### src/rtl/cycler_seek_ctrl.sv
// Seek sequencer for a blind up/down ring counter: walks the cycler to a target by the
// shortest path and cross-checks every step against a shadow position.
module cycler_seek_ctrl #(
  parameter int WIDTH       = 3,
  parameter int SETUP       = 2,
  parameter int HALF_PERIOD = 4
) (
  input  logic             clk,
  input  logic             rst_n,
  input  logic             req_valid_i,
  output logic             req_ready_o,
  input  logic [WIDTH-1:0] req_target_i,
  input  logic [WIDTH-1:0] cyc_num_i,
  output logic             cyc_dir_o,
  output logic             cyc_nxt_o,
  output logic [WIDTH-1:0] pos_o,
  output logic             busy_o,
  output logic             done_o,
  output logic             err_o
);

  localparam int CMAX = (SETUP > HALF_PERIOD) ? SETUP : HALF_PERIOD;
  localparam int CW   = (CMAX > 1) ? $clog2(CMAX) : 1;
  localparam logic [CW-1:0]    SETUP_LAST = CW'(SETUP - 1);
  localparam logic [CW-1:0]    HALF_LAST  = CW'(HALF_PERIOD - 1);
  localparam logic [WIDTH-1:0] HALF_RING  = {1'b1, {(WIDTH-1){1'b0}}};

  typedef enum logic [2:0] {S_IDLE, S_CALC, S_SETUP, S_HIGH, S_LOW, S_DONE} state_t;

  state_t           state_q, state_d;
  logic [CW-1:0]    cnt_q, cnt_d;
  logic [WIDTH-1:0] tgt_q, tgt_d;
  logic [WIDTH-1:0] pos_q, pos_d;
  logic [WIDTH-1:0] rem_q, rem_d;
  logic             dir_q, dir_d;
  logic             err_q, err_d;
  logic [WIDTH-1:0] up;
  logic [WIDTH-1:0] pos_step;

  always_ff @(posedge clk or negedge rst_n) begin
    if (!rst_n) begin
      state_q <= S_IDLE;
      cnt_q   <= '0;
      tgt_q   <= '0;
      pos_q   <= '0;
      rem_q   <= '0;
      dir_q   <= 1'b0;
      err_q   <= 1'b0;
    end else begin
      state_q <= state_d;
      cnt_q   <= cnt_d;
      tgt_q   <= tgt_d;
      pos_q   <= pos_d;
      rem_q   <= rem_d;
      dir_q   <= dir_d;
      err_q   <= err_d;
    end
  end

  always_comb begin
    state_d  = state_q;
    cnt_d    = cnt_q;
    tgt_d    = tgt_q;
    pos_d    = pos_q;
    rem_d    = rem_q;
    dir_d    = dir_q;
    err_d    = err_q;
    up       = tgt_q - pos_q;
    pos_step = dir_q ? (pos_q - WIDTH'(1)) : (pos_q + WIDTH'(1));
    unique case (state_q)
      S_IDLE: begin
        if (req_valid_i) begin
          state_d = S_CALC;
          tgt_d   = req_target_i;
          pos_d   = cyc_num_i;
          err_d   = 1'b0;
        end
      end
      S_CALC: begin
        // Exactly half-way round counts as "up" so ties are deterministic.
        if (up <= HALF_RING) begin
          dir_d = 1'b0;
          rem_d = up;
        end else begin
          dir_d = 1'b1;
          rem_d = WIDTH'(0) - up;
        end
        cnt_d   = '0;
        state_d = (up == '0) ? S_DONE : S_SETUP;
      end
      S_SETUP: begin
        if (cnt_q == SETUP_LAST) begin
          state_d = S_HIGH;
          cnt_d   = '0;
          pos_d   = pos_step;
          rem_d   = rem_q - WIDTH'(1);
        end else begin
          cnt_d = cnt_q + CW'(1);
        end
      end
      S_HIGH: begin
        if (cnt_q == HALF_LAST) begin
          state_d = S_LOW;
          cnt_d   = '0;
        end else begin
          cnt_d = cnt_q + CW'(1);
        end
      end
      S_LOW: begin
        if (cnt_q == HALF_LAST) begin
          // The cycler has had a full low half-period to settle before we trust it.
          if (cyc_num_i != pos_q) err_d = 1'b1;
          cnt_d = '0;
          if (rem_q == '0) begin
            state_d = S_DONE;
          end else begin
            state_d = S_HIGH;
            pos_d   = pos_step;
            rem_d   = rem_q - WIDTH'(1);
          end
        end else begin
          cnt_d = cnt_q + CW'(1);
        end
      end
      S_DONE:  state_d = S_IDLE;
      default: state_d = S_IDLE;
    endcase
  end

  assign req_ready_o = (state_q == S_IDLE);
  assign busy_o      = (state_q != S_IDLE);
  assign done_o      = (state_q == S_DONE);
  assign cyc_nxt_o   = (state_q == S_HIGH);
  assign cyc_dir_o   = dir_q;
  assign pos_o       = pos_q;
  assign err_o       = err_q;

endmodule

### config.mk
export PLATFORM = sky130hd
export DESIGN_NAME = cycler_seek_ctrl
export DESIGN_NICKNAME = d
export VERILOG_FILES = /design/src/rtl/cycler_seek_ctrl.sv
export SDC_FILE = /design/constraint.sdc
export NUM_CORES = 1
export LEC_CHECK = 0
export CAP_MARGIN = 30
export CORE_MARGIN = 2
export CORE_UTILIZATION = 45
export DETAILED_ROUTE_END_ITERATION = 12
export PLACE_DENSITY = 0.68
export REMOVE_ABC_BUFFERS = 1
export SLEW_MARGIN = 20
export SYNTH_ARGS = -nofsm -noshare
export SYNTH_HDL_FRONTEND = slang
export SYNTH_SLANG_ARGS = --single-unit
### constraint.sdc
create_clock -name clk -period 2.54 [get_ports clk]
set_input_delay 0.381 -clock clk [delete_from_list [all_inputs] [get_ports clk]]
set_output_delay 0.381 -clock clk [all_outputs]
set_load 0.02 [all_outputs]
---- Yosys cells after proc, flatten, opt, wreduce, memory -nomap -nowiden ----
Index checks and enable logic that the tools add are counted.
storage, ports and cells
  flip-flop bits (word level) ............. 16
  bits in latches ......................... 0
  RAM bits ................................ 0
  memory bits (read-only) ................. 0
  output and inout bits ................... 9
  logic and storage cells ................. 68
  memories ................................ 0
cells by class
  add/sub/neg operators ................... 6
  multiply operators ...................... 0
  div/mod/pow operators ................... 0
  magnitude comparators ................... 1
  equal/unequal tests ..................... 14
  shift operators ......................... 0
  muxes and demuxes ....................... 26
  bitwise operators ....................... 0
  reduce and logical (&&, ||, !) cells .... 14
operator list
  operator                                               count
  two-way mux 3 bit                                      15
  one-hot mux 3 bit (3 select lines)                     2
  one-hot mux 3 bit (5 select lines)                     1
  AND reduction 4 bit                                    3
  nonzero test 3 bit                                     4
  != test 2 bit, second input constant                   5
  logical NOT 3 bit                                      3
  equality test 3 x 2 -> 1 bit, second input constant    2
  equality test 3 bit, second input constant             2
  one-hot mux 2 bit (3 select lines)                     1
  subtractor 3 x 1 -> 3 bit, second input constant       2
  AND reduction 5 bit                                    1
  two-way mux 1 bit                                      4
  two-way mux 2 bit                                      2
  adder 3 x 1 -> 3 bit, second input constant            1
  equality test 3 x 1 -> 1 bit, second input constant    1
  less-or-equal comparator 3 bit, second input constant  1
  != test 3 bit                                          1
  subtractor 1 x 3 -> 3 bit, first input constant        1
  subtractor 3 bit                                       1
  adder 2 x 1 -> 2 bit, second input constant            1
  equality test 2 x 1 -> 1 bit, second input constant    1
  equality test 2 bit, second input constant             1
  != test 2 x 1 -> 1 bit, second input constant          1
  other kinds (4)                                        4

---- Logic depth before layout (Yosys ltp) ----
Gate-level depths: netlist (run 1).
  depth after elaboration ................. 5
  depth in mapped cells ................... 8

---- Least setup slack after synthesis (run 1) ----
OpenSTA, ideal clock, no wires.
  path kind ............................... flip-flop to flip-flop
  start ................................... register pos_q[0], in the netlist pos_o[0]
  end ..................................... register rem_q[1]
  setup time .............................. 82 ps
  arrival ................................. 1871 ps
  setup slack ............................. 587 ps
  stages on the path, launching flop included .. 7
  buffers on the path ..................... 0
  cells stage by stage .................... dfrtp_1 ha_1 fa_1 ha_1 nor2_1 or2_2 a31oi_1
between the ends
  cells in the longest elaborated chain, start to end .. 4
ends and longest elaborated chain
  what                                                                                line    RTL
  start: declaration                                                                  33      logic [WIDTH-1:0] pos_q, pos_d;
  start signal: assignment                                                            53      pos_q <= pos_d;
  subtractor 3 bit *                                                                  68      up = tgt_q - pos_q;
  subtractor 1 x 3 -> 3 bit / less-or-equal comparator 3 bit (equally long branches)  86, 81
  two-way mux 3 bit *                                                                 81      if (up <= HALF_RING) begin
  one-hot mux 3 bit (3 select lines) *                                                70      unique case (state_q)
  end signal: assignment                                                              54      rem_q <= rem_d;
  end: declaration                                                                    34      logic [WIDTH-1:0] rem_q, rem_d;
Mark *: on every way between the ends. The rest lies on a longest branch, timed or not.
A chain may end at the register's enable or synchronous reset.

---- Final worst setup path (run 1) ----
  start ................................... register state_q[2]
  end ..................................... output port cyc_nxt_o
between the ends
  cells in the longest elaborated chain, start to end .. 1
ends and longest elaborated chain
  what                          line  RTL
  start: declaration            30    state_t state_q, state_d;
  start signal: assignment      50    state_q <= state_d;
  equality test 3 x 2 -> 1 bit  133   assign cyc_nxt_o = (state_q == S_HIGH);
  end: declaration              15    output logic cyc_nxt_o,
Every way passes these cells.

==> run summary, run 1 <==
The count of endpoints failing hold in the final timing report is 0. The portion of netlist area occupied by mux cells came out at roughly 5.5%. The number of instances in the synthesized netlist is around 140. The post-cts repair resize count is 0. The final hold slack is about 0.51 ns.

The combinational family with the most area after synthesis is compound AO/OA/AOI/OAI gates. The number of global-route vias before repair came out at 1018. The sequential element share of the synthesized area is a little under a third. In this run the remaining antenna-violating nets after routing total 0. The sink count of the clock tree is 16.

The most used flip-flop cell after synthesis is sky130_fd_sc_hd__dfrtp_1. The clock passes through at most 2 buffers. The area inside the core boundary came out at 2760 um2. The maximum resistive drop on vdd is slightly above 0.0007 V. The slowest stage of the critical path is the sky130_fd_sc_hd__clkdlybuf4s50_1 cell. The number of nets in the finished design is around 170.

After Yosys synthesis, full adders, half adders and majority gates account for under 10% of the synthesized area. The critical path data arrival time is 1.87 ns. The path class of the tightest hold or removal check is reg -> reg. The final layout contains routed wiring with a total length of about 2.7 mm.

The CTS H-tree depth is 1. The critical path endpoint category is an output pin. The final-layout fill cell count is ~260. The post-detailed-route via-to-cell ratio is 5.41. The buffer type at the clock tree root is sky130_fd_sc_hd__clkbuf_4. The clock-pin slew of the registers on the worst-case setup and hold paths came out at about 0.11 ns. The final antenna diode count came out at 0. After routing, the total negative slack on setup checks comes to 0 ns. The first-pass GRT wire length came out at 4.72 mm. The post-route clock skew is ~0.0052 ns.

The post-detailed-route wirelength per cell came out at roughly 15 um. The die footprint came out at 3330 um2. After synthesis the netlist holds a flip-flop and latch count of 16. The synthesis-to-finish area growth is 17.2%. The final setup violation count is 0. The summed instance area of the synthesized netlist is 1300 um2. The die extent in y came out at between 50 and 60 um.

The cts-stage hold buffer count is 0. The die outline width is 57.7 um. Setup repair after global routing left no endpoint under its margin. The post-route netlist has ~12% of its cells at a drive strength greater than 1.

Across the run, the number of max-cap violations was 0. The worst-path maximum fanout came out at 13. The DRC violation total after the first TritonRoute iteration came out at 33. The number of buffers created by CTS is 3. The number of antenna violations at the first check in global routing is 0. After legalization and detailed placement, the total HPWL measured around 2.1 mm. The average instance in the mapped netlist occupies about 9.6 um2. The post-synthesis cell type count is between 40 and 50.

The final worst-path setup slack is between 0.2 and 0.3 ns. For this run, design rule violations remaining after detail routing come to 0. After synthesis, the cell types taking the most area are sky130_fd_sc_hd__dfrtp_1, sky130_fd_sc_hd__ha_1, sky130_fd_sc_hd__mux2i_1. The clock period minus worst slack came out at between 2 and 2.5 ns.

The number of input and output port buffers inserted came out at 17. The fraction of the cycle the final worst path needs is between 80 and 90%. The weighted congestion at the end of routability-driven global placement came out at between 0.8 and 0.9.

The total congestion overflow came out at 0. For this configuration, the core starts out at a cell density of 47.0%. Broken down by cell family, the worst path's largest delay share belongs to buffers and inverters. Prior to clock tree synthesis, the placed netlist has a worst setup slack of around 0.57 ns. The peak clock frequency supported by timing came out at 444 MHz. Data on the critical path is required at its endpoint by 2.16 ns.

The minimum setup slack among reg-to-reg paths came out at 0.56 ns. The number of top-level design ports came out at 18. The share of async-settable or async-resettable flops after synthesis came out at 100%.

For this design the ratio of total power to cell area is ~1400 nW/um2. The number of warnings reported in the yosys synthesis log came out at 0. The leakage power is 0.676 nW. sky130_fd_sc_hd__dfrtp_1 takes more of the synthesized area than any other cell. STA classifies the critical path startpoint as a flop. The count of standard-cell rows came out at 19. The number of detailed-routing iterations run before antenna repair came out at 6. Summing the areas of all compound-gate instances in the mapped netlist gives approximately a fifth of the synthesized area. Summing the areas of all and, or, nand and nor instances in the mapped netlist gives between 10% and 20% of the synthesized area. The number of enable flip-flop cells after synthesis came out at 0.

The critical path is of the reg -> out type. The total routing usage reported by global routing is between 10% and 20%. Together, buffers and inverters on the worst path number 1. The run finished with clean final reports.

The clock latency reported for the late side of the worst-skew pair came out at 0.29 ns. The critical path goes through nor3b_1 -> clkdlybuf4s50_1. By count the netlist is led by sky130_fd_sc_hd__dfrtp_1, sky130_fd_sc_hd__inv_1, sky130_fd_sc_hd__nand2_1. Of the total synthesized cell area, the portion taken by XOR and XNOR cells is under 10%. The count of pins over their slew limit is 0. The via count came out at 1000. The post-CTS setup buffer count came out at 0. The clock tree from TritonCTS is done.

The transition time at the pin with the least slew margin is roughly 0.78 ns. Entering global routing, the biggest net connects 19 pins. Measured on the finished design, the core utilization comes to 55.1%. The fraction of post-synthesis cell area in the top cell type by area is 30.9%.

The tightest slew margin relative to the limit came out at 48.0%. The stage delay of the slowest cell on the critical path came out at 0.66 ns.
==> routing by layer <==
| metal | track usage [%] | part of all wire [%] |
|---|---|---|
| met5 | 0 | 0 |
| met4 | 1.99 | 0.70 |
| met3 | 4.02 | 3.5 |
| met2 | 28.4 | 45 |
| met1 | 27.0 | 50 |
==> metrics by stage <==
| stage | total power, mW | cell area (um2) | cells |
|---|---|---|---|
| 3_5_place_dp | 2.00 | 1480 | 181 |
| 3_3_place_gp | 1.95 | 1480 | 181 |
| 4_1_cts | 2.19 | 1520 | 185 |
| 6_report | 2.16 | 1520 | 185 |
| 5_1_grt | 2.37 | 1520 | 185 |
| 2_1_floorplan | 1.57 | 1240 | 129 |
==> cell type report <==
type / count / area, um2 / share of cell area, %
timing repair buffer: 21 / 200 / 13.2
tap: 31 / 38.8 / 2.55
clock buffer: 4 / 36.3 / 2.39
inverter: 16 / 60.1 / 3.95
sequential: 16 / 400 / 26.4
multi-input combinational: 97 / 783 / 51.6
==> placed cells by master, fill, tap and decap left out, types with 2 or more instances in the layout <==
cell                              instances
sky130_fd_sc_hd__buf_4                    4
sky130_fd_sc_hd__nand3_1                  3
sky130_fd_sc_hd__nand2b_4                 2
sky130_fd_sc_hd__mux2i_1                  6
sky130_fd_sc_hd__clkdlybuf4s50_1         17
sky130_fd_sc_hd__nand2b_1                 2
sky130_fd_sc_hd__inv_1                   16
sky130_fd_sc_hd__a211oi_1                 3
sky130_fd_sc_hd__ha_1                     7
sky130_fd_sc_hd__a31oi_1                  2
sky130_fd_sc_hd__o22a_1                   2
sky130_fd_sc_hd__xnor2_1                  3
sky130_fd_sc_hd__o31ai_1                  6
sky130_fd_sc_hd__a22oi_1                  2
sky130_fd_sc_hd__o21ai_0                  8
sky130_fd_sc_hd__fa_1                     2
sky130_fd_sc_hd__nand2_1                  9
sky130_fd_sc_hd__o21ai_1                  2
sky130_fd_sc_hd__nor3_1                   2
sky130_fd_sc_hd__a21oi_1                  5
sky130_fd_sc_hd__dfrtp_1                 16
sky130_fd_sc_hd__nor2_1                   8
sky130_fd_sc_hd__clkbuf_4                 3
==> state kept, by name, summed over array words and instances (netlist names) <==
name       flops
pos_o          3
rem_q          3
state_q        3
tgt_q          3
cnt_q          2
cyc_dir_o      1
err_o          1
==> final timing paths <==
path / to / depth (start not counted) / startpoint
max: cyc_nxt_o / 2 / state_q[2]
min: tgt_q[2] / 1 / tgt_q[2]
max reg2reg: rem_q[1] / 6 / pos_o[0]
min reg2reg: tgt_q[2] / 1 / tgt_q[2]
max in group asynchronous: cnt_q[1] / 1 / rst_n
min in group asynchronous: tgt_q[1] / 1 / rst_n
==> power breakdown <==
| group | internal (mW) | switching, mW | leakage (nW) | total (mW) |
|---|---|---|---|---|
| Sequential | 0.374 | 0.143 | 0.195 | 0.517 |
| Clock | 0.0874 | 0.0909 | 0.0210 | 0.178 |
| Combinational | 0.687 | 0.781 | 0.460 | 1.47 |
==> kinds of logic (layout without fill, tap and decap cells) <==
group           count (synthesis)  count (layout)
mux                             7               7
fa+ha+maj                       9               9
compound gates                 38              38
buf+inv                        22              41
simple gates                   37              37
xor+xnor                        6               6
flops                          16              16
(Power assumes the default switching activity.)
==> run 2, diff against run 1 <==
ABC_AREA = 1   (was not set)
MAX_ROUTING_LAYER = met4   (was not set)
PLACE_DENSITY = 0.69   (was 0.68)
==> run 2 against run 1 <==
Net effect:
- non-clock buffer count fell by 4
- first-iteration DRC count fell by 52%
- fmax rose by 3.0%
- via count rose by 5.0%
- power fell by 9.3%
- highest routed layer unchanged
- cell count rose by 14%
- sequential cell count did not move
- hold slack got worse by 0.032 ns
- synthesized cell count rose by 18%
==> run summary, run 2 <==
The first-pass GRT wire length was 4.19 mm (-11%). The required time of the worst setup path came to 2.16 ns (about the same). The critical path data arrival time came out at 1.81 ns (-0.06 ns).

For hold timing, the worst endpoint is err_o. The number of cells traversed by the worst hold path came to 2 (+1). The number of warnings reported in the yosys synthesis log came out at 0 (unchanged). The endpoint identified for the worst register-to-register timing path is rem_q[1].

The predominant post-synthesis flop cell is sky130_fd_sc_hd__dfrtp_1. The post-detailed-route via-to-cell ratio came out at 5.00 (-7.5%). The final antenna diode count is 0 (unchanged).

The post-route clock skew was 0.00347 ns (-0.00173 ns). The die extent in y came out at 54.4 um (-5.7%). The largest net degree at the start of global routing is 17 (-2). The post-route DRC violation count is 0 (unchanged). Setup repair after global routing left no endpoint under its margin.

The count of state elements after synthesis was 16 (unchanged). The count of pins over their slew limit is 0 (unchanged). The critical path is of the reg -> out type. The transition time at the pin with the least slew margin is 0.737 ns (-0.0403 ns). The post-detailed-route wirelength per cell came to 12.0 um (-19%). The number of nets still failing antenna checks after routing came to 0 (unchanged).

The post-cts repair resize count came out at 0 (unchanged). The total congestion overflow came to 0 (unchanged). The DRC violation total after the first TritonRoute iteration came out at 16 (-52%). The worst hold path belongs to the class reg -> reg.

The commonest cells after synthesis are sky130_fd_sc_hd__nand2_1, sky130_fd_sc_hd__inv_1, sky130_fd_sc_hd__dfrtp_1. The number of top-level design ports is 18 (unchanged). The number of enable flip-flop cells after synthesis is 0 (unchanged).

The stage delay of the slowest cell on the critical path is 0.67 ns (about the same). The final-layout fill cell count is 259 (+0.39%). The detailed placement HPWL is 2.01 mm (-2.7%). The share of cells above drive strength 1 came to 11.1% (-1.2 points).

The reg-to-reg startpoint is pos_o[0]. Summed over all instances, the cell type with the most area after synthesis is sky130_fd_sc_hd__dfrtp_1. The count of standard-cell rows is 18 (-1). The share of async-settable or async-resettable flops after synthesis came out at 100% (unchanged). The number of antenna violations at the first check in global routing is 0 (unchanged). The post-synthesis cell type count came out at 23 (-51%). The largest individual stage delay along the critical path comes from the cell sky130_fd_sc_hd__clkdlybuf4s50_1.

The count of endpoints failing hold in the final timing report was 0 (unchanged). The cts-stage hold buffer count is 0 (unchanged). The critical path endpoint category is an output pin. In the layout the commonest cells are sky130_fd_sc_hd__nand2_1, sky130_fd_sc_hd__inv_1, sky130_fd_sc_hd__clkdlybuf4s50_1. The worst-case reg-to-reg path depth came to 8 (+2). The die outline width came out at 54.4 um (-5.7%). TritonCTS built the clock tree. The clock latency reported for the late side of the worst-skew pair is 0.29 ns (about the same).

The total routing usage reported by global routing is 20.5% (+2.3 points). The final setup violation count came out at 0 (unchanged). The peak clock frequency supported by timing came out at 457 MHz (+3.0%).

Leaving out fill and tap cells, the most frequent cell in the layout is sky130_fd_sc_hd__nand2_1. The root buffer cell chosen for the clock tree is sky130_fd_sc_hd__clkbuf_4. The area inside the core boundary came out at 2430 um2 (-12%). The sink count of the clock tree came out at 16 (unchanged). The most common cell in the synthesized netlist is sky130_fd_sc_hd__nand2_1. The tightest slew margin relative to the limit came out at 50.7% (+2.7 points).

The number of buffers created by CTS is 3 (unchanged). The minimum setup slack among reg-to-reg paths is 0.64 ns (+0.08 ns). The post-CTS setup buffer count came out at 0 (unchanged). Yosys attributes the largest share of cell area to sky130_fd_sc_hd__dfrtp_1, sky130_fd_sc_hd__nand2_1, sky130_fd_sc_hd__inv_1. The via count came to 1050 (+5.0%).

The initial core utilization came out at 47.0% (about the same). The run finished with clean final reports. The maximum clock insertion buffer count came out at 2 (unchanged). The sum of routed wire length over all layers is 2.51 mm (-8.0%). The clock period minus worst slack is 2.19 ns (-0.0663 ns). The leakage power came out at 0.723 nW (+6.9%).

The die footprint is 2960 um2 (-11%). The total power divided by cell area came out at 1410 nW/um2 (-0.71%). The number of input and output port buffers inserted came out at 17 (unchanged). The final-layout setup total negative slack is 0 ns (unchanged). The number of nets in the finished design is 199 (+15%). The maximum resistive drop on vdd is 0.000824 V (+16%). The worst-path maximum fanout came out at 6 (-7). The signal on the critical path passes through nor3_2 -> clkdlybuf4s50_1. The worst setup path is launched from a flop. The CTS H-tree depth is 1 (unchanged).

The final worst-path setup slack is 0.353 ns (+0.0663 ns). The worst min-delay path startpoint is err_o. The mean instance size in the synthesized netlist came to 7.19 um2 (-25%). The clock-pin slew of the registers on the worst-case setup and hold paths came to 0.09 ns (-0.02 ns). The weighted congestion at the end of routability-driven global placement came out at 0.802 (-1.6%). The sequential element share of the synthesized area came to 35.0% (+4.1 points). The number of instances in the synthesized netlist came out at 159 (+18%). The number of detailed-routing iterations run before antenna repair came out at 4 (-2). The max-cap check violation count came out at 0 (unchanged). The number of global-route vias before repair was 1007 (-1.1%).

The final core utilization came to 57.0% (+2.0 points). The synthesis-to-finish area growth is 21.3%. The worst slack at placement is 0.672 ns (+0.104 ns). The fraction of post-synthesis cell area in the top cell type by area is 35.0% (+4.1 points). The summed instance area of the synthesized netlist was 1140 um2 (-12%). The fraction of the cycle the final worst path needs came out at 86.1% (-2.6 points).
## run 2: cell count changes after synthesis, sizes merged, moves of 6 or more
cell / before / now
nand2: 10 / 46
inv: 16 / 30
nand3: 3 / 10
nor2: 8 / 15
mux2i: 6 / 0
o31ai: 6 / 0
## run 2: worst max path at each step
stage / slack [ns] / to / cells past startpoint / startpoint
2_1_floorplan: 0.70 / rem_q[1] / 8 / pos_o[0]
3_3_place_gp: 0.72 / rem_q[1] / 8 / pos_o[0]
3_5_place_dp: 0.67 / rem_q[1] / 8 / pos_o[0]
4_1_cts: 0.34 / cyc_nxt_o / 3 / state_q[0]
5_1_grt: 0.25 / cyc_nxt_o / 3 / state_q[0]
6_report: 0.35 / cyc_nxt_o / 2 / state_q[2]
## run 2: worst max-delay path, delay by kind of cell (launching register included)
kind / cells / cell delay (ns)
flip-flops: 1 / 0.49
AND/OR/NAND/NOR: 1 / 0.36
buffers and inverters: 1 / 0.67
## run 2: cell families (layout without fill, tap and decap cells)
group                    Yosys count  in the layout  share of synthesized area [%]
buffers and inverters             31             52                           10.2
flip-flops                        16             16                           35.0
AND/OR/NAND/NOR                   78             78                           30.4
AO/OA/AOI/OAI                     20             20                           9.41
adder cells (fa/ha/maj)            9              9                           11.2
XOR/XNOR                           5              5                           3.83
## run 2: metrics by stage
step                power [mW]  hold slack, ns  instances  area [um2]
finish                    1.96           0.480        210        1390
global route              2.20           0.516        210        1390
CTS                       1.98           0.487        210        1390
detailed placement        1.80           0.465        206        1350
global placement          1.75           0.453        206        1350
floorplan                 1.43          0.0854        159        1140
## run 2: where the power goes
group          switching (mW)  internal [mW]
registers               0.115          0.373
logic                   0.788          0.515
clock network          0.0838         0.0875
total                   0.987          0.975
## run 2: layout make-up
class / count / area, um2 / area share, %
multi-input combinational: 112 / 627 / 45.2
sequential: 16 / 400 / 28.9
clock buffer: 4 / 36.3 / 2.61
inverter: 31 / 116 / 8.39
timing repair buffer: 17 / 170 / 12.3
tap: 30 / 37.5 / 2.71
## run 2: per-layer routing
layer  vias to the layer above  routed length, um  GRT usage, %  part of all wire (%)
met1                       488               1060          22.6                    42
met5                         -                  0             -                     0
met4                         0                 23          6.25                  0.91
li1                        534                  -             -                     -
met3                         4                112          6.56                   4.5
met2                        24               1320          35.1                    52
